**src/rtl/multicycle_control.sv**
```systemverilog
// rtl/multicycle_control.sv - control FSM for a shared-memory multicycle MIPS datapath
//
// Purpose:
//   Moore FSM that sequences fetch, decode, execute, memory and write-back for
//   R-type, LW, SW, BEQ, BNE, J, ADDI, ANDI, ORI and XORI. It drives every
//   datapath enable and mux select, handshakes with the single memory port,
//   counts retired instructions and traps on an illegal opcode or a memory
//   access that waits too long.
//
// Ports:
//   clk, rst_n            clock (rising edge) and asynchronous active-low reset
//   op[5:0]               opcode from IR[31:26], valid from DECODE onward
//   zero                  ALU zero flag (branch is resolved in the datapath)
//   mem_ready             memory completes the current access this cycle
//   mem_req, iord,        memory request, address select, write strobe
//   mem_write
//   ir_write, pc_write,   IR load, unconditional / conditional PC loads
//   pc_write_cond_eq/ne
//   pc_source[1:0]        0=ALU, 1=ALUOut, 2=jump target
//   alu_src_a, alu_src_b  ALU operand selects
//   alu_op[1:0]           0=add, 1=sub, 2=funct, 3=opcode-defined logic
//   ext_op                1=sign extend, 0=zero extend
//   reg_dst, mem_to_reg,  register file write port controls
//   reg_write
//   trap                  sticky error flag
//   state_dbg[3:0]        current state encoding
//   retired[CNT_W-1:0]    retired-instruction count (wraps)

module multicycle_control #(
  parameter int unsigned MEM_TIMEOUT = 255,
  parameter int unsigned CNT_W       = 32
) (
  input  logic             clk,
  input  logic             rst_n,
  input  logic [5:0]       op,
  input  logic             zero,
  input  logic             mem_ready,
  output logic             mem_req,
  output logic             iord,
  output logic             mem_write,
  output logic             ir_write,
  output logic             pc_write,
  output logic             pc_write_cond_eq,
  output logic             pc_write_cond_ne,
  output logic [1:0]       pc_source,
  output logic             alu_src_a,
  output logic [1:0]       alu_src_b,
  output logic [1:0]       alu_op,
  output logic             ext_op,
  output logic             reg_dst,
  output logic             mem_to_reg,
  output logic             reg_write,
  output logic             trap,
  output logic [3:0]       state_dbg,
  output logic [CNT_W-1:0] retired
);

  typedef enum logic [3:0] {
    S_FETCH     = 4'd0,
    S_DECODE    = 4'd1,
    S_MEM_ADDR  = 4'd2,
    S_MEM_READ  = 4'd3,
    S_MEM_WB    = 4'd4,
    S_MEM_WRITE = 4'd5,
    S_EXEC_R    = 4'd6,
    S_R_WB      = 4'd7,
    S_BRANCH    = 4'd8,
    S_JUMP      = 4'd9,
    S_EXEC_I    = 4'd10,
    S_I_WB      = 4'd11,
    S_TRAP      = 4'd12
  } state_e;

  localparam logic [5:0] OP_R    = 6'h00;
  localparam logic [5:0] OP_J    = 6'h02;
  localparam logic [5:0] OP_BEQ  = 6'h04;
  localparam logic [5:0] OP_BNE  = 6'h05;
  localparam logic [5:0] OP_ADDI = 6'h08;
  localparam logic [5:0] OP_ANDI = 6'h0C;
  localparam logic [5:0] OP_ORI  = 6'h0D;
  localparam logic [5:0] OP_XORI = 6'h0E;
  localparam logic [5:0] OP_LW   = 6'h23;
  localparam logic [5:0] OP_SW   = 6'h2B;

  // Last wait-counter value that still allows one more stalled cycle; a stall
  // seen while the counter already holds this value is the MEM_TIMEOUT-th one.
  localparam logic [15:0] WAIT_LIMIT = 16'(MEM_TIMEOUT - 1);

  // Registered control word. 'fetch' marks the FETCH state so that the only
  // combinational use of mem_ready (IR / PC load) can be gated outside the flops.
  typedef struct packed {
    logic       mem_req;
    logic       iord;
    logic       mem_write;
    logic       fetch;
    logic       pc_write;
    logic       cond_eq;
    logic       cond_ne;
    logic [1:0] pc_source;
    logic       alu_src_a;
    logic [1:0] alu_src_b;
    logic [1:0] alu_op;
    logic       ext_op;
    logic       reg_dst;
    logic       mem_to_reg;
    logic       reg_write;
  } ctrl_t;

  // Control word for a state. op only matters for BRANCH, EXEC_I and I_WB,
  // which are entered from DECODE / EXEC_I where IR is already stable.
  function automatic ctrl_t decode_ctrl(input state_e st, input logic [5:0] opc);
    ctrl_t c;
    c = '0;
    case (st)
      S_FETCH: begin
        c.mem_req   = 1'b1;
        c.fetch     = 1'b1;
        c.alu_src_b = 2'd1;
      end
      S_DECODE: begin
        c.alu_src_b = 2'd3;
        c.ext_op    = 1'b1;
      end
      S_MEM_ADDR: begin
        c.alu_src_a = 1'b1;
        c.alu_src_b = 2'd2;
        c.ext_op    = 1'b1;
      end
      S_MEM_READ: begin
        c.mem_req = 1'b1;
        c.iord    = 1'b1;
      end
      S_MEM_WB: begin
        c.reg_write  = 1'b1;
        c.mem_to_reg = 1'b1;
      end
      S_MEM_WRITE: begin
        c.mem_req   = 1'b1;
        c.iord      = 1'b1;
        c.mem_write = 1'b1;
      end
      S_EXEC_R: begin
        c.alu_src_a = 1'b1;
        c.alu_op    = 2'd2;
      end
      S_R_WB: begin
        c.reg_write = 1'b1;
        c.reg_dst   = 1'b1;
      end
      S_BRANCH: begin
        c.alu_src_a = 1'b1;
        c.alu_op    = 2'd1;
        c.pc_source = 2'd1;
        c.cond_eq   = (opc == OP_BEQ);
        c.cond_ne   = (opc == OP_BNE);
      end
      S_JUMP: begin
        c.pc_write  = 1'b1;
        c.pc_source = 2'd2;
      end
      S_EXEC_I: begin
        c.alu_src_a = 1'b1;
        c.alu_src_b = 2'd2;
        c.alu_op    = (opc == OP_ADDI) ? 2'd0 : 2'd3;
        c.ext_op    = (opc == OP_ADDI);
      end
      S_I_WB: begin
        // ALU keeps producing the immediate result while it is written back.
        c.reg_write = 1'b1;
        c.alu_op    = (opc == OP_ADDI) ? 2'd0 : 2'd3;
        c.ext_op    = (opc == OP_ADDI);
      end
      default: c = '0;
    endcase
    return c;
  endfunction

  state_e           state_q, state_d;
  logic [15:0]      wait_q, wait_d;
  logic [CNT_W-1:0] retired_q;
  logic             trap_q;
  logic             retire;
  ctrl_t            ctrl_q;

  // Branch outcome is resolved in the datapath through pc_write_cond_*.
  logic unused_zero;
  assign unused_zero = zero;

  always_comb begin
    state_d = state_q;
    wait_d  = wait_q;
    retire  = 1'b0;
    case (state_q)
      S_FETCH: begin
        if (mem_ready)                state_d = S_DECODE;
        else if (wait_q == WAIT_LIMIT) state_d = S_TRAP;
        else                          wait_d  = wait_q + 16'd1;
      end
      S_DECODE: begin
        case (op)
          OP_LW, OP_SW:                        state_d = S_MEM_ADDR;
          OP_R:                                state_d = S_EXEC_R;
          OP_BEQ, OP_BNE:                      state_d = S_BRANCH;
          OP_J:                                state_d = S_JUMP;
          OP_ADDI, OP_ANDI, OP_ORI, OP_XORI:   state_d = S_EXEC_I;
          default:                             state_d = S_TRAP;
        endcase
      end
      S_MEM_ADDR: begin
        if (op == OP_LW)      state_d = S_MEM_READ;
        else if (op == OP_SW) state_d = S_MEM_WRITE;
        else                  state_d = S_TRAP;
      end
      S_MEM_READ: begin
        if (mem_ready)                state_d = S_MEM_WB;
        else if (wait_q == WAIT_LIMIT) state_d = S_TRAP;
        else                          wait_d  = wait_q + 16'd1;
      end
      S_MEM_WB: begin
        retire  = 1'b1;
        state_d = S_FETCH;
      end
      S_MEM_WRITE: begin
        if (mem_ready) begin
          retire  = 1'b1;
          state_d = S_FETCH;
        end else if (wait_q == WAIT_LIMIT) begin
          state_d = S_TRAP;
        end else begin
          wait_d = wait_q + 16'd1;
        end
      end
      S_EXEC_R: state_d = S_R_WB;
      S_R_WB: begin
        retire  = 1'b1;
        state_d = S_FETCH;
      end
      S_BRANCH, S_JUMP, S_I_WB: begin
        retire  = 1'b1;
        state_d = S_FETCH;
      end
      S_EXEC_I: state_d = S_I_WB;
      S_TRAP:   state_d = S_TRAP;
      default:  state_d = S_TRAP;
    endcase
    // Every access starts with a fresh budget, and a completed handshake resets it.
    if (state_d != state_q || mem_ready) wait_d = '0;
  end

  always_ff @(posedge clk or negedge rst_n) begin
    if (!rst_n) begin
      state_q   <= S_FETCH;
      wait_q    <= '0;
      retired_q <= '0;
      trap_q    <= 1'b0;
      ctrl_q    <= decode_ctrl(S_FETCH, OP_R);
    end else begin
      state_q   <= state_d;
      wait_q    <= wait_d;
      retired_q <= retired_q + CNT_W'(retire);
      trap_q    <= (state_d == S_TRAP);
      ctrl_q    <= decode_ctrl(state_d, op);
    end
  end

  assign mem_req          = ctrl_q.mem_req;
  assign iord             = ctrl_q.iord;
  assign mem_write        = ctrl_q.mem_write;
  assign ir_write         = ctrl_q.fetch & mem_ready;
  assign pc_write         = ctrl_q.pc_write | (ctrl_q.fetch & mem_ready);
  assign pc_write_cond_eq = ctrl_q.cond_eq;
  assign pc_write_cond_ne = ctrl_q.cond_ne;
  assign pc_source        = ctrl_q.pc_source;
  assign alu_src_a        = ctrl_q.alu_src_a;
  assign alu_src_b        = ctrl_q.alu_src_b;
  assign alu_op           = ctrl_q.alu_op;
  assign ext_op           = ctrl_q.ext_op;
  assign reg_dst          = ctrl_q.reg_dst;
  assign mem_to_reg       = ctrl_q.mem_to_reg;
  assign reg_write        = ctrl_q.reg_write;
  assign trap             = trap_q;
  assign state_dbg        = state_q;
  assign retired          = retired_q;

endmodule
```
**config.mk**
```make
export PLATFORM = sky130hd
export DESIGN_NAME = multicycle_control
export DESIGN_NICKNAME = d
export VERILOG_FILES = /design/src/rtl/multicycle_control.sv
export SDC_FILE = /design/constraint.sdc
export NUM_CORES = 1
export LEC_CHECK = 0
export ABC_AREA = 1
export CORE_MARGIN = 3
export CORE_UTILIZATION = 48
export DETAILED_ROUTE_END_ITERATION = 7
export HOLD_SLACK_MARGIN = 0.03
export PLACE_DENSITY = 0.87
export SLEW_MARGIN = 10
export SYNTH_ARGS = -nofsm -noshare
export SYNTH_HDL_FRONTEND = slang
export SYNTH_SLANG_ARGS = --single-unit
export TNS_END_PERCENT = 30
```
**constraint.sdc**
```tcl
create_clock -name clk -period 2.3 [get_ports clk]
set_input_delay 0.575 -clock clk [delete_from_list [all_inputs] [get_ports clk]]
set_output_delay 0.575 -clock clk [all_outputs]
set_load 0.05 [all_outputs]
```
==> results.cfg, run 1 <==
[run_status]
status = complete, no violations

[power_and_ir_drop]
comb_power_share = 0.039
p_seq_frac = 0.540
swShare = 0.2306
p_int_mw = 1.778
p_leak_nw = 2.603
ir_drop_mv = 0.2766
powerDensity_nw_per_um2 = 440.6
p_switching_mw = 0.5329
power_mw = 2.311
clkPwrFrac = 0.421

[worst_setup_path]
startpoint = alu_src_b[0]
r2r_end = retired[28]
cp_num_cells = 1
crit_fanout = 1
slowest_stage = clkdlybuf4s50_1
crit_buf_inv = 1
path_cells = clkdlybuf4s50_1
r2r_start = state_dbg[1]
max_stage_delay_ns = 0.80
rrSetupSlack_ns = 0.06
crit_type = reg2out
rr_worst_depth = 14
worstPathRequired_ns = 1.73
cp-start-kind = register
cp-end-kind = primary output
arrival_ns = 1.68
critPathTopFamily = buffers and inverters

[routing]
route.detailed.drc = 0
drt_iter0_markers = 152
wirelength_um = 9191
drt_first_pass_iters = 5
vias_per_cell = 5.100
num_vias = 3427
routedWlPerCell_um = 13.68
ant_nets = 0

[global_route]
antenna_found_initial = 0
grt_pass1_vias = 3280
grt_max_degree = 72
grt_first_pass_wirelength_um = 14500
overflow = 0
grt_usage = 0.2032

[finish]
area_delta_synth_final_pct = 35.84
multi_input_area_um2 = 1909
drive_gt1_frac = 0.2614
fin_nets = 579
mostFrequentLayoutCells = 78 x nand2_1, 64 x dfrtp_1, 58 x nor2_1
fill_cells = 547
seqCellArea_um2 = 1785
largest_reg_flops = 32
final_common_cell = nand2_1
fin_cells = 672
n_antenna_cell = 0

[logic_synthesis]
synth-edff-count = 0
ys_seq_area_frac = 0.4611
yosysWarnings = 0
syn_avg_cell_area_um2 = 8.505
synth_nets = 468
syn_inst = 454
synth-async-reset-ratio = 1.000
synth-seq-cells = 71
yosysUniqueCellTypes = 34
synth_area_um2 = 3861
yosys_most_used_dff = dfrtp_1

[placement]
place_congestion = 0.8929
placed_cells = 652
port_buffers = 63
dp_hpwl_um = 6752

[sta]
min_period_ns = 2.254
skew_ns = 0.008678
worst_slew_pin_slew_ns = 0.5389
setup-violations-final = 0
period_share = 0.9798
rsz0062_at_grt = yes
fmax_mhz = 443.7
finalHoldViolCount = 0
slew_headroom = 0.6396
slew_violations = 0

[cts]
clock_sinks = 71
clock_latency_ns = 0.35
cts_tree = yes
numCtsBuffers = 9
cts.clk_slew.worst_paths_ns = 0.08
cts-root-buf = clkbuf_8
htree_levels = 3
hold_buffers = 0
clockBufferDepth = 2

[floorplan]
io_pins = 65
start_util = 0.4971
core-area_um2 = 7767
die_h_um = 95.69
row_count = 32
dieArea_um2 = 9157
die_x_um = 95.69

[worst_hold_path]
min_path_type = in2async

[run]
drv_cap = 0
-- worst max-delay path by stage --
stage | endpoint | slack (ns)
floorplan | retired[27] | -0.11
detailed placement | retired[28] | -0.45
finish | alu_src_b[0] | 0.05
global placement | retired[28] | -0.34
global route | wait_q[2] | -0.05
CTS | retired[28] | -0.03
-- per-stage QoR --
stage	hold WS [ns]	cell area [um2]	worst slack [ns]	setup TNS [ns]	utilization
after floorplan	0.2794	3938	-0.1105	-0.6305	-
after global placement	0.4833	4946	-0.3426	-8.179	0.6368
after global routing	0.2654	5245	-0.04847	-0.2614	0.6753
after detailed placement	0.4942	4946	-0.4522	-11.23	0.6368
final	0.2461	5245	0.04636	0	0.6753
after CTS	0.2542	5169	-0.02588	-0.02588	0.6654
-- area by class of cell --
class,instances,share of cell area
multi-input combinational,311,0.3640
sequential,71,0.3404
timing repair buffer,108,0.1892
tap,102,0.02433
clock buffer,10,0.02433
clock inverter,6,0.01193
inverter,64,0.04580
-- cells in the mapped netlist, types with 3 or more instances --
cell	number	share of area
o21ai_0	4	0.0052
inv_1	54	0.052
nand3_1	30	0.039
nor2_1	64	0.062
a21oi_1	4	0.0052
nand2_2	11	0.018
dfrtp_1	68	0.44
xor2_1	29	0.066
ha_1	4	0.013
nor2_2	12	0.019
dfstp_2	3	0.020
nand4_1	14	0.023
buf_4	6	0.012
nor2_4	13	0.038
xnor2_1	14	0.032
nor3_1	9	0.012
nand3_2	5	0.013
nand2_1	83	0.081
inv_2	9	0.0087
-- kinds of logic (layout without fill, tap and decap cells) --
logic type               after synthesis  in the layout  share of synthesized area
XOR/XNOR                              43             43                    0.09754
adder cells (fa/ha/maj)                4              4                    0.01296
AND/OR/NAND/NOR                      250            250                     0.3257
AO/OA/AOI/OAI                         14             14                    0.02236
flip-flops                            71             71                     0.4611
buffers and inverters                 72            188                    0.08036
-- per-layer routing --
layer,part of all wire,GRT usage
met1,0.41,0.2514
met5,0,0
met3,0.062,0.03753
met4,0.018,0.06754
met2,0.51,0.3567
-- power groups by stage --
stage | combinational [mW] | clock [mW] | sequential, mW
final | 0.0905 | 0.973 | 1.25
after global routing | 0.101 | 1.03 | 1.25
after global placement | 0.0857 | 0 | 1.27
after CTS | 0.0884 | 0.984 | 1.25
after floorplan | 0.0309 | 0 | 1.27
after detailed placement | 0.0883 | 0 | 1.27
-- what timing repair did --
| action | in CTS | in global routing |
|---|---|---|
| setup endpoints to repair | 6 | 36 |
| gates resized for setup | 4 | 18 |
| cloned | 0 | 0 |
| setup buffers | 3 | 1 |
| pin swaps | 5 | 10 |
(Power assumes the default switching activity.)
==> run 2: changes to the inputs <==
--- a/config.mk
+++ b/config.mk
@@ -8,6 +8,7 @@
 export ABC_AREA = 1
 export CORE_MARGIN = 3
 export CORE_UTILIZATION = 48
+export CTS_BUF_LIST = sky130_fd_sc_hd__clkbuf_16
 export DETAILED_ROUTE_END_ITERATION = 7
 export HOLD_SLACK_MARGIN = 0.03
 export PLACE_DENSITY = 0.87
==> run 2 against run 1 <==
Against the previous run: sequential share of layout area is 0.99 points lower; design area is 3.0% higher; clock power rose by 40%; worst setup slack got worse by 0.0063 ns; register-to-register slack barely moved; combinational power grew 5.9%; die area unchanged; utilization grew 2.0 points; via count up 2.7%; clock skew down 0.0033 ns; sequential cell count stayed put; critical path type unchanged; largest cell class unchanged.
==> results.cfg, run 2 (synthesis gave the netlist of run 1 again) <==
[sta]
rsz0062_at_grt = yes
slew_headroom = 0.6431
skew_ns = 0.005391
setup-violations-final = 0
min_period_ns = 2.260
slew_violations = 0
period_share = 0.9826
worst_slew_pin_slew_ns = 0.5336
hold_ws_ns = 0.2714
finalHoldViolCount = 0
fin_setup_tns_ns = 0
fmax_mhz = 442.5

[cts]
htree_levels = 3
cts_tree = yes
clock_latency_ns = 0.33
clock_sinks = 71
hold_buffers = 0
clockBufferDepth = 2
cts.clk_slew.worst_paths_ns = 0.06
cts-root-buf = clkbuf_16
numCtsBuffers = 9

[routing]
wirelength_um = 10100
drt_iter0_markers = 231
vias_per_cell = 5.213
num_vias = 3519
routedWlPerCell_um = 14.96
drt_first_pass_iters = 5
ant_nets = 0
route.detailed.drc = 0

[finish]
fin_cells = 675
mostFrequentLayoutCells = 78 x nand2_1, 64 x dfrtp_1, 55 x nor2_1
n_antenna_cell = 0
drive_gt1_frac = 0.2723
fin_nets = 582
final_common_cell = nand2_1
area_delta_synth_final_pct = 39.89
final_area_um2 = 5401
largest_reg_flops = 32

[worst_setup_path]
arrival_ns = 1.68
crit_type = reg2out
worstPathRequired_ns = 1.73
cp-start-kind = register
cp-end-kind = primary output
max_stage_delay_ns = 0.80
path_cells = buf_4 > clkdlybuf4s50_1
crit_fanout = 5
slowest_stage = clkdlybuf4s50_1
rr_worst_depth = 12

[power_and_ir_drop]
clkPwrFrac = 0.502
p_seq_frac = 0.463
ir_drop_mv = 0.4286
p_switching_mw = 0.5874
p_leak_nw = 2.678
swShare = 0.2175
p_int_mw = 2.114
comb_power_share = 0.035
power_mw = 2.701
powerDensity_nw_per_um2 = 500.0

[global_route]
antenna_found_initial = 0
overflow = 0
grt_first_pass_wirelength_um = 15000
grt_pass1_vias = 3363
grt_max_degree = 72
grt_usage = 0.2111

[floorplan]
die_x_um = 95.69
die_h_um = 95.69
io_pins = 65
core-area_um2 = 7767
row_count = 32
start_util = 0.4971
dieArea_um2 = 9157

[run_status]
status = complete, no violations

[placement]
port_buffers = 63
place_area_um2 = 4946
placed_cells = 652
place_congestion = 0.8929
dp_hpwl_um = 6752

[run]
drv_cap = 0

[worst_hold_path]
min_path_type = in2async
run 2: path summary, 6_finish.rpt:
path / from / endpoint / slack (ns)
hold / removal: rst_n / retired[9] / 0.27
hold reg to reg: retired[30] / retired[30] / 0.51
setup / recovery: state_dbg[2] / state_dbg[2] / 0.04
setup reg to reg: state_dbg[1] / retired[29] / 0.07
min in group clk: retired[30] / retired[30] / 0.51
max in group asynchronous: rst_n / alu_src_b[0] / 1.70
run 2: per-layer routing:
| layer | part of all wire | vias to the layer above | wire [um] | GRT usage |
|---|---|---|---|---|
| met5 | 0 | - | 0 | 0 |
| met4 | 0.028 | 0 | 278 | 0.08294 |
| met3 | 0.064 | 33 | 650 | 0.03675 |
| met2 | 0.52 | 157 | 5231 | 0.3712 |
| met1 | 0.39 | 1689 | 3934 | 0.2566 |
| li1 | - | 1640 | - | - |
run 2: worst max-delay path, delay by kind of cell, from the launching register on:
kind / cells / cell delay, ns
flip-flops: 1 / 0.39
buffers and inverters: 2 / 0.96
run 2: final cells by class:
class,instances,area (um2)
multi-input combinational,312,1944
tap,102,127.6
clock inverter,7,66.31
inverter,64,240.2
clock buffer,9,225.2
timing repair buffer,110,1012
sequential,71,1785
fill,520,2366
run 2: what timing repair did:
| item | 4_1_cts | 5_1_grt |
|---|---|---|
| resized for setup | 4 | 26 |
| setup endpoints to repair | 8 | 33 |
| cloned | 0 | 1 |
| setup buffers | 4 | 2 |
| pin swaps | 6 | 15 |
run 2: power by group through the flow:
stage | combinational, mW | sequential (mW) | clock [mW]
5_1_grt | 0.106 | 1.25 | 1.41
6_report | 0.0958 | 1.25 | 1.36
3_5_place_dp | 0.0883 | 1.27 | 0
2_1_floorplan | 0.0309 | 1.27 | 0
3_3_place_gp | 0.0857 | 1.27 | 0
4_1_cts | 0.0883 | 1.25 | 1.36
run 2: stage by stage:
step / utilization / setup WS [ns]
finish: 0.6954 / 0.04009
global route: 0.6954 / -0.05729
CTS: 0.6794 / -0.02823
detailed placement: 0.6368 / -0.4522
global placement: 0.6368 / -0.3426
floorplan: - / -0.1105
